$ cat config.mk
export PLATFORM = sky130hd
export DESIGN_NAME = excp_csr_unit
export DESIGN_NICKNAME = d
export VERILOG_FILES = /design/src/rtl/excp_csr_unit.sv
export SDC_FILE = /design/constraint.sdc
export NUM_CORES = 1
export LEC_CHECK = 0
export BUFFER_PORTS_ARGS = -buffer_cell sky130_fd_sc_hd__buf_2
export CAP_MARGIN = 40
export CORE_ASPECT_RATIO = 0.7
export CORE_UTILIZATION = 40
export CTS_CLUSTER_DIAMETER = 50
export DETAILED_ROUTE_END_ITERATION = 10
export PLACE_DENSITY = 0.71
export SYNTH_ARGS = -nofsm -noshare
export SYNTH_HDL_FRONTEND = slang
export SYNTH_SLANG_ARGS = --single-unit
$ cat constraint.sdc
create_clock -name clk -period 5.7 [get_ports clk]
set_clock_uncertainty 0.15 [all_clocks]
set_input_delay 1.71 -clock clk [delete_from_list [all_inputs] [get_ports clk]]
set_output_delay 1.71 -clock clk [all_outputs]
set_load 0.02 [all_outputs]
$ cat src/rtl/excp_csr_unit.sv
// Exception/interrupt CSR block: CSR storage, exception/ertn state updates, fetch redirect.
// Optional timer (TCFG/TVAL/TICLR, ESTAT.IS[11]) is built only when EXCP_CSR_TIMER_EN is defined.
module excp_csr_unit (
    input  logic        clk,
    input  logic        rst,
    input  logic        excp_flush,
    input  logic        ertn_flush,
    input  logic [5:0]  csr_ecode,
    input  logic [8:0]  csr_esubcode,
    input  logic [31:0] csr_era,
    input  logic        va_error,
    input  logic [31:0] bad_va,
    input  logic        excp_tlbrefill,
    input  logic [7:0]  hw_int_i,
    input  logic        csr_we,
    input  logic [13:0] csr_waddr,
    input  logic [31:0] csr_wdata,
    input  logic [13:0] csr_raddr,
    output logic [31:0] csr_rdata,
    output logic        redirect_valid,
    output logic [31:0] redirect_pc,
    output logic        int_pending,
    output logic [1:0]  crmd_plv,
    output logic        crmd_da
);
    localparam logic [13:0] CSR_CRMD      = 14'h000;
    localparam logic [13:0] CSR_PRMD      = 14'h001;
    localparam logic [13:0] CSR_ECFG      = 14'h004;
    localparam logic [13:0] CSR_ESTAT     = 14'h005;
    localparam logic [13:0] CSR_ERA       = 14'h006;
    localparam logic [13:0] CSR_BADV      = 14'h007;
    localparam logic [13:0] CSR_EENTRY    = 14'h00C;
    localparam logic [13:0] CSR_TCFG      = 14'h041;
    localparam logic [13:0] CSR_TVAL      = 14'h042;
    localparam logic [13:0] CSR_TICLR     = 14'h044;
    localparam logic [13:0] CSR_TLBRENTRY = 14'h088;

    // crmd: [1:0] PLV, [2] IE, [3] DA, [4] PG, [8:5] DATF/DATM
    logic [8:0]  crmd;
    logic [2:0]  prmd;
    logic [12:0] ecfg;
    logic [1:0]  is_sw;
    logic [7:0]  is_hw;
    logic        is_timer;
    logic [5:0]  ecode;
    logic [8:0]  esubcode;
    logic [31:0] era, badv;
    logic [25:0] eentry, tlbrentry;
    logic [31:0] estat;
    logic        timer_set, timer_clr;

    assign estat = {1'b0, esubcode, ecode, 3'b000, 1'b0, is_timer, 1'b0, is_hw, is_sw};

    function automatic logic wr(input logic [13:0] a);
        return csr_we && (csr_waddr == a);
    endfunction

    // Software write first, then flush updates override the fields they own.
    always_ff @(posedge clk) begin
        if (rst) begin
            crmd      <= 9'h008;
            prmd      <= '0;
            ecfg      <= '0;
            is_sw     <= '0;
            is_hw     <= '0;
            is_timer  <= 1'b0;
            ecode     <= '0;
            esubcode  <= '0;
            era       <= '0;
            badv      <= '0;
            eentry    <= '0;
            tlbrentry <= '0;
        end else begin
            is_hw <= hw_int_i;
            if (timer_set)      is_timer <= 1'b1;
            else if (timer_clr) is_timer <= 1'b0;
            if (wr(CSR_CRMD))      crmd      <= csr_wdata[8:0];
            if (wr(CSR_PRMD))      prmd      <= csr_wdata[2:0];
            if (wr(CSR_ECFG))      ecfg      <= csr_wdata[12:0];
            if (wr(CSR_ESTAT))     is_sw     <= csr_wdata[1:0];
            if (wr(CSR_ERA))       era       <= csr_wdata;
            if (wr(CSR_BADV))      badv      <= csr_wdata;
            if (wr(CSR_EENTRY))    eentry    <= csr_wdata[31:6];
            if (wr(CSR_TLBRENTRY)) tlbrentry <= csr_wdata[31:6];
            if (excp_flush) begin
                prmd     <= {crmd[2], crmd[1:0]};
                crmd[2:0] <= 3'b000;
                era      <= csr_era;
                ecode    <= csr_ecode;
                esubcode <= csr_esubcode;
                if (va_error) badv <= bad_va;
                if (excp_tlbrefill) begin
                    crmd[3] <= 1'b1;
                    crmd[4] <= 1'b0;
                end
            end else if (ertn_flush) begin
                crmd[2:0] <= prmd;
                if (ecode == 6'h3F) begin
                    crmd[3] <= 1'b0;
                    crmd[4] <= 1'b1;
                end
            end
        end
    end

    // Target is chosen from CSR values before this cycle's updates land.
    always_ff @(posedge clk) begin
        if (rst) begin
            redirect_valid <= 1'b0;
            redirect_pc    <= '0;
        end else begin
            redirect_valid <= excp_flush | ertn_flush;
            if (excp_flush)
                redirect_pc <= excp_tlbrefill ? {tlbrentry, 6'b0} : {eentry, 6'b0};
            else if (ertn_flush)
                redirect_pc <= era;
        end
    end

`ifdef EXCP_CSR_TIMER_EN
    logic [31:0] tcfg, tval;

    assign timer_set = tcfg[0] && (tval == 32'd1) && !wr(CSR_TCFG);
    assign timer_clr = wr(CSR_TICLR) && csr_wdata[0];

    always_ff @(posedge clk) begin
        if (rst) begin
            tcfg <= '0;
            tval <= '0;
        end else if (wr(CSR_TCFG)) begin
            tcfg <= csr_wdata;
            tval <= {csr_wdata[31:2], 2'b00};
        end else if (tcfg[0]) begin
            if (tval != 32'd0)
                tval <= tval - 32'd1;
            else if (tcfg[1])
                tval <= {tcfg[31:2], 2'b00};
        end
    end
`else
    assign timer_set = 1'b0;
    assign timer_clr = 1'b0;
`endif

    always_comb begin
        csr_rdata = '0;
        case (csr_raddr)
            CSR_CRMD:      csr_rdata = {23'b0, crmd};
            CSR_PRMD:      csr_rdata = {29'b0, prmd};
            CSR_ECFG:      csr_rdata = {19'b0, ecfg};
            CSR_ESTAT:     csr_rdata = estat;
            CSR_ERA:       csr_rdata = era;
            CSR_BADV:      csr_rdata = badv;
            CSR_EENTRY:    csr_rdata = {eentry, 6'b0};
            CSR_TLBRENTRY: csr_rdata = {tlbrentry, 6'b0};
`ifdef EXCP_CSR_TIMER_EN
            CSR_TCFG:      csr_rdata = tcfg;
            CSR_TVAL:      csr_rdata = tval;
`endif
            default:       csr_rdata = '0;
        endcase
    end

    assign int_pending = crmd[2] & (|(estat[12:0] & ecfg));
    assign crmd_plv    = crmd[1:0];
    assign crmd_da     = crmd[3];
endmodule

; After elaboration in Yosys (flattened, before gate mapping)
; Index checks and enable logic that the tools add are counted.
[op_classes]
n_eq_ne = 15
n_mux = 16
n_bitwise = 3
reduce_logical = 16
[ops]
columns = operator, count
row1 = 2-to-1 mux 32 bit, 8
row2 = one-hot mux 32 bit (8 select lines), 1
row3 = "equality test 14 x 3 -> 1 bit, second input constant", 8
row4 = "equality test 14 x 1 -> 1 bit, second input constant", 2
row5 = "equality test 14 x 4 -> 1 bit, second input constant", 2
row6 = "equality test 14 x 8 -> 1 bit, second input constant", 2
row7 = zero test 14 bit, 2
row8 = 2-to-1 mux 5 bit, 3
row9 = AND 10 x 13 -> 13 bit, 1
row10 = OR reduction 13 bit, 1
row11 = logical AND 1 bit, 8
row12 = nonzero test 2 bit, 4
row13 = "equality test 6 bit, second input constant", 1
row14 = 2-to-1 mux 3 bit, 2
row15 = 2-to-1 mux 2 bit, 2
row16 = OR reduction 2 bit, 1
row17 = AND 1 bit, 1
row18 = OR 1 bit, 1
[totals]
regBits = 199
output_inout_bits = 69

; Logic depth before layout (Yosys ltp)
[logic_depth]
word_depth = 6
depth_mapped = 8
depth_no_buf = 5

; Worst setup path before layout
; Ideal clock, no wire load.
[synth_path]
path_type = input -> output
from = in csr_raddr[9]
to = out csr_rdata[18]
arrival_ns = 3.373
required_ns = 3.840
setup_slack_ns = 0.467
path_stages = 5
path_buffers = 1
path_cell_list = or4_1 -> nor4_4 -> clkbuf_1 -> a222oi_1 -> nand2_1
[synth_between]
elab_chain_cells = 2
elab_cells_between_ends = 9
classes_between = eq/ne: 7 / mux: 1 / reduce/logical: 1
[synth_lines]
columns = element, line_no
row1 = from (decl), 18  ; input logic [13:0] csr_raddr,
row2 = "equality test 14 x 8 -> 1 bit, or another cell as far along", 147  ; case (csr_raddr)
row3 = one-hot mux 32 bit (8 select lines) *, 147
row4 = to (decl), 19  ; output logic [31:0] csr_rdata,
; Every way passes the cells marked *; elsewhere a longest branch is shown, timed or not.

; Final worst setup path
[layout_path]
from = in csr_raddr[9]
to = out csr_rdata[0]
; Same word-level chain as after synthesis.

==> out/metrics.yaml <==
vias: 8890
clkSinkCount: 199
syn_to_final_growth_pct: 20.8
synth-seq-area-share: 0.421
route.detailed.drc: 0
first_pass_iters: 6
postSynthAreaPerCell_um2: 8.89
post_cts_resize_count: 0
diodes: 0
peakVddDrop_mv: 0.205
hold_end: "eentry[4]"
regToRegSetupSlack_ns: 4.43
arrival_ns: 3.65
p_per_area_mw_per_mm2: 254
finalPower_mw: 2.90
cts_buffer_depth: 2
path_max_fanout: 4
track_usage: 0.250
rr_startpoint: "ecode[0]"
routedWlPerCell_um: 19.4
ys.flop_type: "dfxtp_1"
ios: 223
die_w_um: 186
rsz0062_at_grt: "false"
grt_pass1_wl_um: 46200
ys_types: 50
grt_pass1_vias: 8245
start_util: 0.413
post_dp_cell_area_mm2: 0.0109
numCtsBuffers: 17
cts_setup_buffers: 0
status: "finished clean"
die-area_mm2: 0.0243
yosys_warnings: 0
clk_latency_ns: 0.45
antenna_left: 0
synthCells: 1064
timing.fmax_mhz: 182
design_area_mm2: 0.0114
dp_cells: 1534
clk_pin_slew_ns: 0.06
ys_ff_latch: 199
place.gp.congestion: 0.850
io_buffers: 222
p_leak_nw: 4.73
r2r_end: "crmd[3]"
core_mm2: 0.0229
setup_slack_ns: 0.191
setup_viol: 0
layout_commonest_cell: "buf_2"
antenna_found_initial: 0
finalHoldViolations: 0
vias_per_cell: 5.68
fin_nets: 1395
root_buffer: "clkbuf_16"
async_reset_ff_frac: 0
tns_ns: 0
cts_tree: "yes"
fillCellCount: 2233
routed_wl_um: 30300
drtIter0Drc: 825
synth_nets: 1218
final_cell_mix: "buf_2, dfxtp_1, nand2_1, mux2i_1, nor2_1"
rows: 46
critPathKind: "in -> out"
cts_max_level: 4
cp-end-kind: "output pin"
grt_overflow: 0
hold_path_startpoint: "eentry[4]"
synth_edf_count: 0
drv_slew: 0
period_minus_slack_ns: 5.51
max-slew-margin-rel: 0.463
fin_util: 0.499
start_kind: "primary input"
fin_hold_ws_ns: 0.320
crit_required_ns: 3.84
hold_buffers: 0
fin_crit_sh: 0.966
cap_violations: 0
pre_cts_ws_ns: 0.228
tightest_slew_ns: 0.805
min_path_type: "reg -> reg"
post_route_cells_drive_above_1_share: 0.255
syn_area_mm2: 0.00946
hold_depth: 2
worst_r2r_path_depth: 3
die_h_um: 131
stdcell_count: 1565
post-dp-hpwl_um: 20100
grt_start_max_net_pins: 104
[logic make-up (layout without fill, tap and decap cells)]
logic type | Yosys count | count (layout) | synth area share
compound gates | 225 | 225 | 0.165
buf+inv | 90 | 279 | 0.0418
flops | 199 | 199 | 0.421
mux | 162 | 162 | 0.176
simple gates | 388 | 388 | 0.196
[where the power goes]
group | internal, mW | switching (mW)
clock network | 0.602 | 0.542
registers | 1.44 | 0.0324
logic | 0.121 | 0.167
total | 2.16 | 0.741
[area by class of cell]
class | count | area [um2] | share of cell area
Multi-Input combinational cell | 775 | 5110 | 0.447
Clock buffer | 20 | 437 | 0.0382
Clock inverter | 11 | 104 | 0.00908
Sequential cell | 199 | 3980 | 0.349
Timing Repair Buffer | 246 | 1400 | 0.122
Inverter | 2 | 7.51 | 0.000657
Tap cell | 312 | 390 | 0.0342
[worst max-delay path, cell delays in order]
cell and delay (ns):
buf_2 0.11, or4_1 0.65, or4_1 0.67, nor2_1 0.16
a221oi_1 0.08, nand2_1 0.10, buf_2 0.16
[worst max-delay path by stage]
stage / slack, ns / end / from / cells past startpoint
detailed placement: 0.23 / csr_rdata[0] / csr_raddr[5] / 8
floorplan: 0.47 / csr_rdata[18] / csr_raddr[9] / 5
global route: 0.14 / csr_rdata[0] / csr_raddr[5] / 8
global placement: 0.22 / csr_rdata[0] / csr_raddr[9] / 7
CTS: 0.21 / csr_rdata[0] / csr_raddr[9] / 7
finish: 0.19 / csr_rdata[0] / csr_raddr[9] / 7
[metal layers]
layer	part of all wire	up-vias	GRT usage
li1	-	4191	-
met1	0.48	4272	0.356
met2	0.43	396	0.375
met3	0.083	31	0.0571
met4	0.012	0	0.0733
met5	0	-	0
[state kept, by name (all words and copies together) (netlist names)]
register        count
crmd                9
eentry             26
esubcode            9
ecfg               13
is_sw               2
redirect_pc        32
era                32
prmd                3
redirect_valid      1
tlbrentry          26
is_hw               8
badv               32
ecode               6
[Yosys cell counts (4+ instances only)]
master / number / area share
dfxtp_1: 199 / 0.42
nand2_1: 168 / 0.067
mux2i_1: 126 / 0.13
nor2_1: 108 / 0.043
a211oi_1: 88 / 0.070
a21oi_1: 69 / 0.036
clkbuf_1: 59 / 0.023
a22oi_1: 42 / 0.033
nor2b_1: 36 / 0.024
mux2_2: 28 / 0.033
nand3_1: 19 / 0.010
buf_2: 13 / 0.0069
nand4_1: 11 / 0.0073
a222oi_1: 9 / 0.0095
buf_1: 8 / 0.0032
mux2_1: 8 / 0.0095
a221oi_1: 5 / 0.0046
a32oi_1: 5 / 0.0046
and3_1: 5 / 0.0033
buf_4: 5 / 0.0040
or4_1: 4 / 0.0032
Note: power is estimated with default switching activity, not from simulation.
